--- config.mk ---
export PLATFORM = sky130hd
export DESIGN_NAME = pcie_rx_deframer
export DESIGN_NICKNAME = d
export VERILOG_FILES = /design/src/rtl/pcie_pkg.sv /design/src/rtl/pcie_rx_os_detect.sv /design/src/rtl/pcie_rx_deframer.sv
export SDC_FILE = /design/constraint.sdc
export NUM_CORES = 1
export LEC_CHECK = 0
export CAP_MARGIN = 20
export CORE_UTILIZATION = 57
export CTS_CLUSTER_DIAMETER = 80
export DETAILED_ROUTE_END_ITERATION = 7
export GPL_TIMING_DRIVEN = 0
export MAX_ROUTING_LAYER = met4
export PLACE_DENSITY = 0.84
export SLEW_MARGIN = 10
export SYNTH_ARGS = -nofsm -noshare
export SYNTH_HDL_FRONTEND = slang
export SYNTH_SLANG_ARGS = --single-unit
export TNS_END_PERCENT = 50
--- constraint.sdc ---
create_clock -name IN_CLK_2MHz -period 3.85 [get_ports IN_CLK_2MHz]
set_clock_uncertainty 0.15 [all_clocks]
set_input_delay 0.385 -clock IN_CLK_2MHz [delete_from_list [all_inputs] [get_ports IN_CLK_2MHz]]
set_output_delay 0.385 -clock IN_CLK_2MHz [all_outputs]
set_load 0.05 [all_outputs]
--- src/rtl/pcie_pkg.sv ---
// rtl/pcie_pkg.sv - symbol codes and receive FSM encoding shared by pcie_cond and the deframer
package pcie_pkg;

  localparam logic [7:0] SYM_COM = 8'hBC;
  localparam logic [7:0] SYM_PAD = 8'hF7;
  localparam logic [7:0] SYM_SKP = 8'h1C;
  localparam logic [7:0] SYM_STP = 8'hFB;
  localparam logic [7:0] SYM_SDP = 8'h5C;
  localparam logic [7:0] SYM_END = 8'hFD;
  localparam logic [7:0] SYM_EDB = 8'hFE;
  localparam logic [7:0] SYM_FTS = 8'h3C;
  localparam logic [7:0] SYM_IDL = 8'h7C;

  typedef enum logic [2:0] {
    ST_IDLE   = 3'd0,
    ST_OS_COM = 3'd1,
    ST_OS_SKP = 3'd2,
    ST_OS_FTS = 3'd3,
    ST_PKT    = 3'd4,
    ST_DROP   = 3'd5
  } rx_state_e;

  function automatic logic is_pkt_end(input logic [7:0] sym);
    return (sym == SYM_END) || (sym == SYM_EDB);
  endfunction

endpackage

--- src/rtl/pcie_rx_os_detect.sv ---
// rtl/pcie_rx_os_detect.sv - SKP/FTS ordered-set counter; proposes next state and pulses for the top
module pcie_rx_os_detect
  import pcie_pkg::*;
#(
  parameter int OS_LEN = 3
) (
  input  logic       i_clk,
  input  logic       i_resetn,
  input  logic       i_enb,
  input  rx_state_e  i_state,
  input  logic [7:0] i_data,
  output rx_state_e  o_next_state,
  output logic       o_skp_os,
  output logic       o_fts_os,
  output logic       o_err
);

  localparam logic [3:0] OS_LEN_C = 4'(OS_LEN);

  logic [3:0] r_cnt;
  logic [3:0] w_cnt_nxt;
  logic       w_skp_ok;
  logic       w_fts_ok;
  logic       w_in_os;
  logic       w_done;

  // Count including the symbol now being consumed; COM restarts the count.
  assign w_cnt_nxt = (i_state == ST_OS_COM) ? 4'd1 : r_cnt + 4'd1;
  assign w_done    = (w_cnt_nxt == OS_LEN_C);
  assign w_in_os   = (i_state == ST_OS_COM) || (i_state == ST_OS_SKP) || (i_state == ST_OS_FTS);
  assign w_skp_ok  = (i_data == SYM_SKP) && ((i_state == ST_OS_COM) || (i_state == ST_OS_SKP));
  assign w_fts_ok  = (i_data == SYM_FTS) && ((i_state == ST_OS_COM) || (i_state == ST_OS_FTS));

  always_comb begin
    o_next_state = ST_IDLE;
    o_skp_os     = 1'b0;
    o_fts_os     = 1'b0;
    o_err        = 1'b0;
    if (w_skp_ok) begin
      if (w_done) o_skp_os = 1'b1;
      else        o_next_state = ST_OS_SKP;
    end else if (w_fts_ok) begin
      if (w_done) o_fts_os = 1'b1;
      else        o_next_state = ST_OS_FTS;
    end else if (w_in_os) begin
      o_err = 1'b1;
    end
  end

  always_ff @(posedge i_clk) begin
    if (!i_resetn) begin
      r_cnt <= '0;
    end else if (i_enb) begin
      r_cnt <= ((o_next_state == ST_OS_SKP) || (o_next_state == ST_OS_FTS)) ? w_cnt_nxt : 4'd0;
    end
  end

endmodule

--- src/rtl/pcie_rx_deframer.sv ---
// rtl/pcie_rx_deframer.sv - strips STP/SDP framing into SOP/EOP byte stream, flags OS/idle/errors
// PCIE_DEFRAMER_STATS_EN adds saturating OUT_PKT_CNT / OUT_ERR_CNT counters.
module pcie_rx_deframer
  import pcie_pkg::*;
#(
  parameter int MAX_LEN  = 32,
  parameter int DLLP_LEN = 6,
  parameter int OS_LEN   = 3
) (
  input  logic        IN_CLK_2MHz,
  input  logic        IN_RESET_CLK,
  input  logic        IN_ENB_TX_RX,
  input  logic [7:0]  IN_DATA,
  output logic [7:0]  OUT_DATA,
  output logic        OUT_VALID,
  output logic        OUT_SOP,
  output logic        OUT_EOP,
  output logic        OUT_PKT_DLLP,
  output logic        OUT_PKT_ERR,
  output logic        OUT_FRAME_ERR,
  output logic        OUT_SKP_OS,
  output logic        OUT_FTS_OS,
  output logic        OUT_IDLE
`ifdef PCIE_DEFRAMER_STATS_EN
  ,
  output logic [15:0] OUT_PKT_CNT,
  output logic [7:0]  OUT_ERR_CNT
`endif
);

  localparam logic [5:0] MAX_LEN_C  = 6'(MAX_LEN);
  localparam logic [5:0] DLLP_LEN_C = 6'(DLLP_LEN);

  rx_state_e  r_state;
  logic [7:0] r_hold;
  logic [5:0] r_cnt;
  logic       r_dllp;

  rx_state_e  w_os_next;
  logic       w_os_skp;
  logic       w_os_fts;
  logic       w_os_err;
  logic       w_pkt_end;
  logic       w_over;
  logic       w_emit;
  logic       w_eop;
  logic       w_err;

  pcie_rx_os_detect #(.OS_LEN(OS_LEN)) u_os_detect (
    .i_clk        (IN_CLK_2MHz),
    .i_resetn     (IN_RESET_CLK),
    .i_enb        (IN_ENB_TX_RX),
    .i_state      (r_state),
    .i_data       (IN_DATA),
    .o_next_state (w_os_next),
    .o_skp_os     (w_os_skp),
    .o_fts_os     (w_os_fts),
    .o_err        (w_os_err)
  );

  // Any symbol consumed in PKT releases the held byte; r_cnt is the hold-reg occupancy too.
  assign w_pkt_end = is_pkt_end(IN_DATA);
  assign w_over    = !w_pkt_end && (r_cnt >= MAX_LEN_C);
  assign w_emit    = (r_state == ST_PKT) && (r_cnt != 6'd0);
  assign w_eop     = w_pkt_end || w_over;
  assign w_err     = w_over || (w_pkt_end && ((IN_DATA == SYM_EDB) || (r_dllp && (r_cnt != DLLP_LEN_C))));

  always_ff @(posedge IN_CLK_2MHz) begin
    if (!IN_RESET_CLK) begin
      r_state       <= ST_IDLE;
      r_hold        <= '0;
      r_cnt         <= '0;
      r_dllp        <= 1'b0;
      OUT_DATA      <= '0;
      OUT_VALID     <= 1'b0;
      OUT_SOP       <= 1'b0;
      OUT_EOP       <= 1'b0;
      OUT_PKT_DLLP  <= 1'b0;
      OUT_PKT_ERR   <= 1'b0;
      OUT_FRAME_ERR <= 1'b0;
      OUT_SKP_OS    <= 1'b0;
      OUT_FTS_OS    <= 1'b0;
      OUT_IDLE      <= 1'b0;
    end else begin
      OUT_VALID     <= 1'b0;
      OUT_SOP       <= 1'b0;
      OUT_EOP       <= 1'b0;
      OUT_PKT_ERR   <= 1'b0;
      OUT_FRAME_ERR <= 1'b0;
      OUT_SKP_OS    <= 1'b0;
      OUT_FTS_OS    <= 1'b0;
      if (IN_ENB_TX_RX) begin
        OUT_IDLE <= (r_state == ST_IDLE) && (IN_DATA == SYM_IDL);
        if (w_emit) begin
          OUT_VALID    <= 1'b1;
          OUT_DATA     <= r_hold;
          OUT_SOP      <= (r_cnt == 6'd1);
          OUT_EOP      <= w_eop;
          OUT_PKT_ERR  <= w_err;
          OUT_PKT_DLLP <= r_dllp;
        end
        case (r_state)
          ST_IDLE: begin
            r_cnt <= '0;
            case (IN_DATA)
              SYM_COM: r_state <= ST_OS_COM;
              SYM_STP: begin
                r_state <= ST_PKT;
                r_dllp  <= 1'b0;
              end
              SYM_SDP: begin
                r_state <= ST_PKT;
                r_dllp  <= 1'b1;
              end
              SYM_IDL, SYM_PAD: ;
              default: OUT_FRAME_ERR <= 1'b1;
            endcase
          end
          ST_OS_COM, ST_OS_SKP, ST_OS_FTS: begin
            r_state       <= w_os_next;
            OUT_SKP_OS    <= w_os_skp;
            OUT_FTS_OS    <= w_os_fts;
            OUT_FRAME_ERR <= w_os_err;
          end
          ST_PKT: begin
            if (w_pkt_end) begin
              r_state <= ST_IDLE;
              if (r_cnt == 6'd0) OUT_FRAME_ERR <= 1'b1;
            end else if (w_over) begin
              r_state <= ST_DROP;
            end else begin
              r_hold <= IN_DATA;
              r_cnt  <= (r_cnt == '1) ? r_cnt : r_cnt + 6'd1;
            end
          end
          ST_DROP: begin
            if (w_pkt_end) r_state <= ST_IDLE;
          end
          default: r_state <= ST_IDLE;
        endcase
      end
    end
  end

`ifdef PCIE_DEFRAMER_STATS_EN
  always_ff @(posedge IN_CLK_2MHz) begin
    if (!IN_RESET_CLK) begin
      OUT_PKT_CNT <= '0;
      OUT_ERR_CNT <= '0;
    end else begin
      if (OUT_EOP && (OUT_PKT_CNT != '1)) OUT_PKT_CNT <= OUT_PKT_CNT + 16'd1;
      if ((OUT_PKT_ERR || OUT_FRAME_ERR) && (OUT_ERR_CNT != '1)) OUT_ERR_CNT <= OUT_ERR_CNT + 8'd1;
    end
  end
`endif

endmodule

==> reports/results.ini <==
[cells_and_area]
area_growth_pct = 20.4
diodes = 0
drive_above_1_share_pct = 8.61
finalNonFillerCells = 288
post-route-util_pct = 72.6
nets = 259
final_cell_mix = dfxtp_1 (39), nor2_1 (34), clkdlybuf4s50_1 (26), nand2_1 (21), mux2i_1 (18)
n_fill_cell = 246
layout_commonest_cell = dfxtp_1
design_area_sq_um = 2230

[clock_tree]
htreeDepth = 2
clk_latency_ps = 350
cts_tree = done
holdBufCountCts = 0
cts_made_buffers = 5
path_clk_slew_ps = 120
clock_sinks = 39
cts.path.max_buffers = 2
cts_setup_buffers = 0
root_buffer = clkbuf_4
cts_resized = 0

[flow_run]
max-cap-violations = 0

[logic_synthesis]
ys_warn_count = 0
syn_area_per_cell_sq_um = 8.84
synth_cell_types = 42
ys_seq_elements = 39
synth_nets = 226
synth_area_sq_um = 1860
async_flop_share_pct = 0
synth-edff-count = 0
synth_seq_area_share_pct = 42.1
synthFlopType = dfxtp_1
syn_inst = 210

[detailed_routing]
num_vias = 1537
drc = 0
firstDrtPassIters = 4
wire_per_inst_um = 12.1
avgViaCountPerCell = 5.34
initialDrtViolationCount = 44
routed_wl_mm = 3.48
ant_nets = 0

[timing]
finalSetupViolCount = 0
period_needed_ps = 2370
tightestPinTransition_ps = 612
max_slew_margin_pct = 58.9
fmax_mhz = 422
grt_setup_unrepaired = no
min_period_over_period_pct = 61.5
slew_viol_final = 0
finalHoldViolCount = 0
setup_tns_ps = 0

[placed_design]
io_buffers = 26
place_inst = 280
placement.cell_area_sq_um = 2170
gp_congestion = 0.908
dp_hpwl_mm = 2.61

[worst_hold_path]
hold_path_depth = 3
hp-start = IN_ENB_TX_RX
hold_path.class = in2reg
hold_end = u_os_detect.r_cnt[1]$_SDFFE_PN0P_

[pwr]
power.leakage_nw = 0.804
p_per_area_nw_per_um2 = 301
ir_drop_mv = 0.235

[floorplan]
rows = 20
die-area_sq_um = 3490
initial_core_util_pct = 60.3
core_region_area_sq_um = 3080
ios = 28
die_h_um = 59.1
die_x_um = 59.1

[setup_path]
cp_max_fo = 9
critPathKind = in2reg
end_kind = flop
cp.required_ps = 3940
rr_endpoint = r_state[0]$_SDFFE_PN0P_
critPathArrivalTime_ps = 2450
start_kind = input port
ff2ff_path_depth = 6
rr_startpoint = r_state[1]$_SDFFE_PN0P_
rrSetupSlack_ps = 1800

[global_routing]
grt_max_degree = 13
grt_pass1_vias = 1343
antenna_found_initial = 0
grt_pass1_wl_mm = 5.93
overflow = 0
track_usage_pct = 23.3

[status]
status = finished clean

## report_power, final
| group | internal (mW) | total, mW | leakage (nW) | switching [mW] |
|---|---|---|---|---|
| sequential | 0.404 | 0.405 | 0.314 | 0.000340 |
| combinational | 0.0174 | 0.0461 | 0.454 | 0.0287 |
| clock | 0.0907 | 0.222 | 0.0355 | 0.131 |
| total | 0.512 | 0.673 | 0.804 | 0.160 |
## per-layer routing
layer  track usage [%]  part of all wire, %
met1              31.8                   51
met2              33.9                   43
met3              3.93                  4.5
met4              10.2                  1.3
met5                 -                    0
## stage by stage
stage / setup slack [ps] / total power, mW / hold slack [ps]
final: 1480 / 0.673 / 248
after global routing: 1300 / 0.695 / 270
after CTS: 1470 / 0.677 / 246
after detailed placement: 1120 / 0.460 / 325
after global placement: 1120 / 0.460 / 320
after floorplan: 1900 / 0.437 / 301
## critical path, cell delays in order
cell             delay (ps)
clkdlybuf4s50_1         640
nand4_1                 230
o31ai_1                 540
or3_1                   190
buf_4                   190
mux2i_1                 220
nor2_1                   50
## logic make-up (layout without fill, tap and decap cells)
kind of cell,count (synthesis),in the layout,share of synthesized area (%)
adders and majority gates,5,5,3.37
and+or+nand+nor,90,90,24.3
DFF,39,39,42.1
AOI/OAI and AO/OA,32,32,11.6
muxes,20,20,10.9
xor gates and xnor gates,7,7,3.30
buffers and inverters,17,51,4.38
## worst max-delay path by stage
stage,from,endpoint,slack [ps],depth (start not counted)
finish,IN_DATA[5],r_hold[5]$_SDFFE_PN0P_,1480,7
global route,IN_DATA[5],r_hold[4]$_SDFFE_PN0P_,1300,7
detailed placement,IN_DATA[5],r_hold[2]$_SDFFE_PN0P_,1120,7
floorplan,IN_DATA[1],OUT_SKP_OS$_SDFF_PN0_,1900,4
global placement,IN_DATA[5],r_hold[5]$_SDFFE_PN0P_,1120,7
CTS,IN_DATA[5],r_hold[5]$_SDFFE_PN0P_,1470,7
## cells in the mapped netlist (2+ instances only)
cell type / n / area (sq um)
dfxtp_1: 39 / 781
nor2_1: 34 / 128
nand2_1: 21 / 78.8
mux2i_1: 18 / 180
a21oi_1: 8 / 40.0
inv_1: 7 / 26.3
nand3_1: 7 / 35.0
nor3_1: 7 / 35.0
xnor2_1: 7 / 61.3
o21ai_0: 6 / 30.0
ha_1: 5 / 62.6
a211oi_1: 4 / 30.0
o41ai_1: 4 / 35.0
clkbuf_1: 3 / 11.3
nand4_1: 3 / 18.8
buf_2: 2 / 10.0
buf_4: 2 / 15.0
clkinv_1: 2 / 7.51
mux2_2: 2 / 22.5
nor2b_1: 2 / 12.5
nor4_2: 2 / 25.0
nor4b_1: 2 / 17.5
o211ai_1: 2 / 15.0
o31ai_1: 2 / 15.0
or3_2: 2 / 15.0
## registers in the layout, summed over array words and instances (netlist names), 3 cells and up
register and cells:
OUT_DATA 8, r_hold 8, r_cnt 6, u_os_detect.r_cnt 4
r_state 3
## layout make-up
class	instances	area, sq um	share of cell area (%)
Tap cell	44	55.1	2.46
Sequential cell	39	781	34.9
Buffer	8	47.5	2.13
Inverter	9	33.8	1.51
Timing Repair Buffer	26	260	11.6
Multi-Input combinational cell	154	993	44.5
Clock inverter	1	8.76	0.392
Clock buffer	7	55.1	2.46
Power figures use the tool's default switching activity.
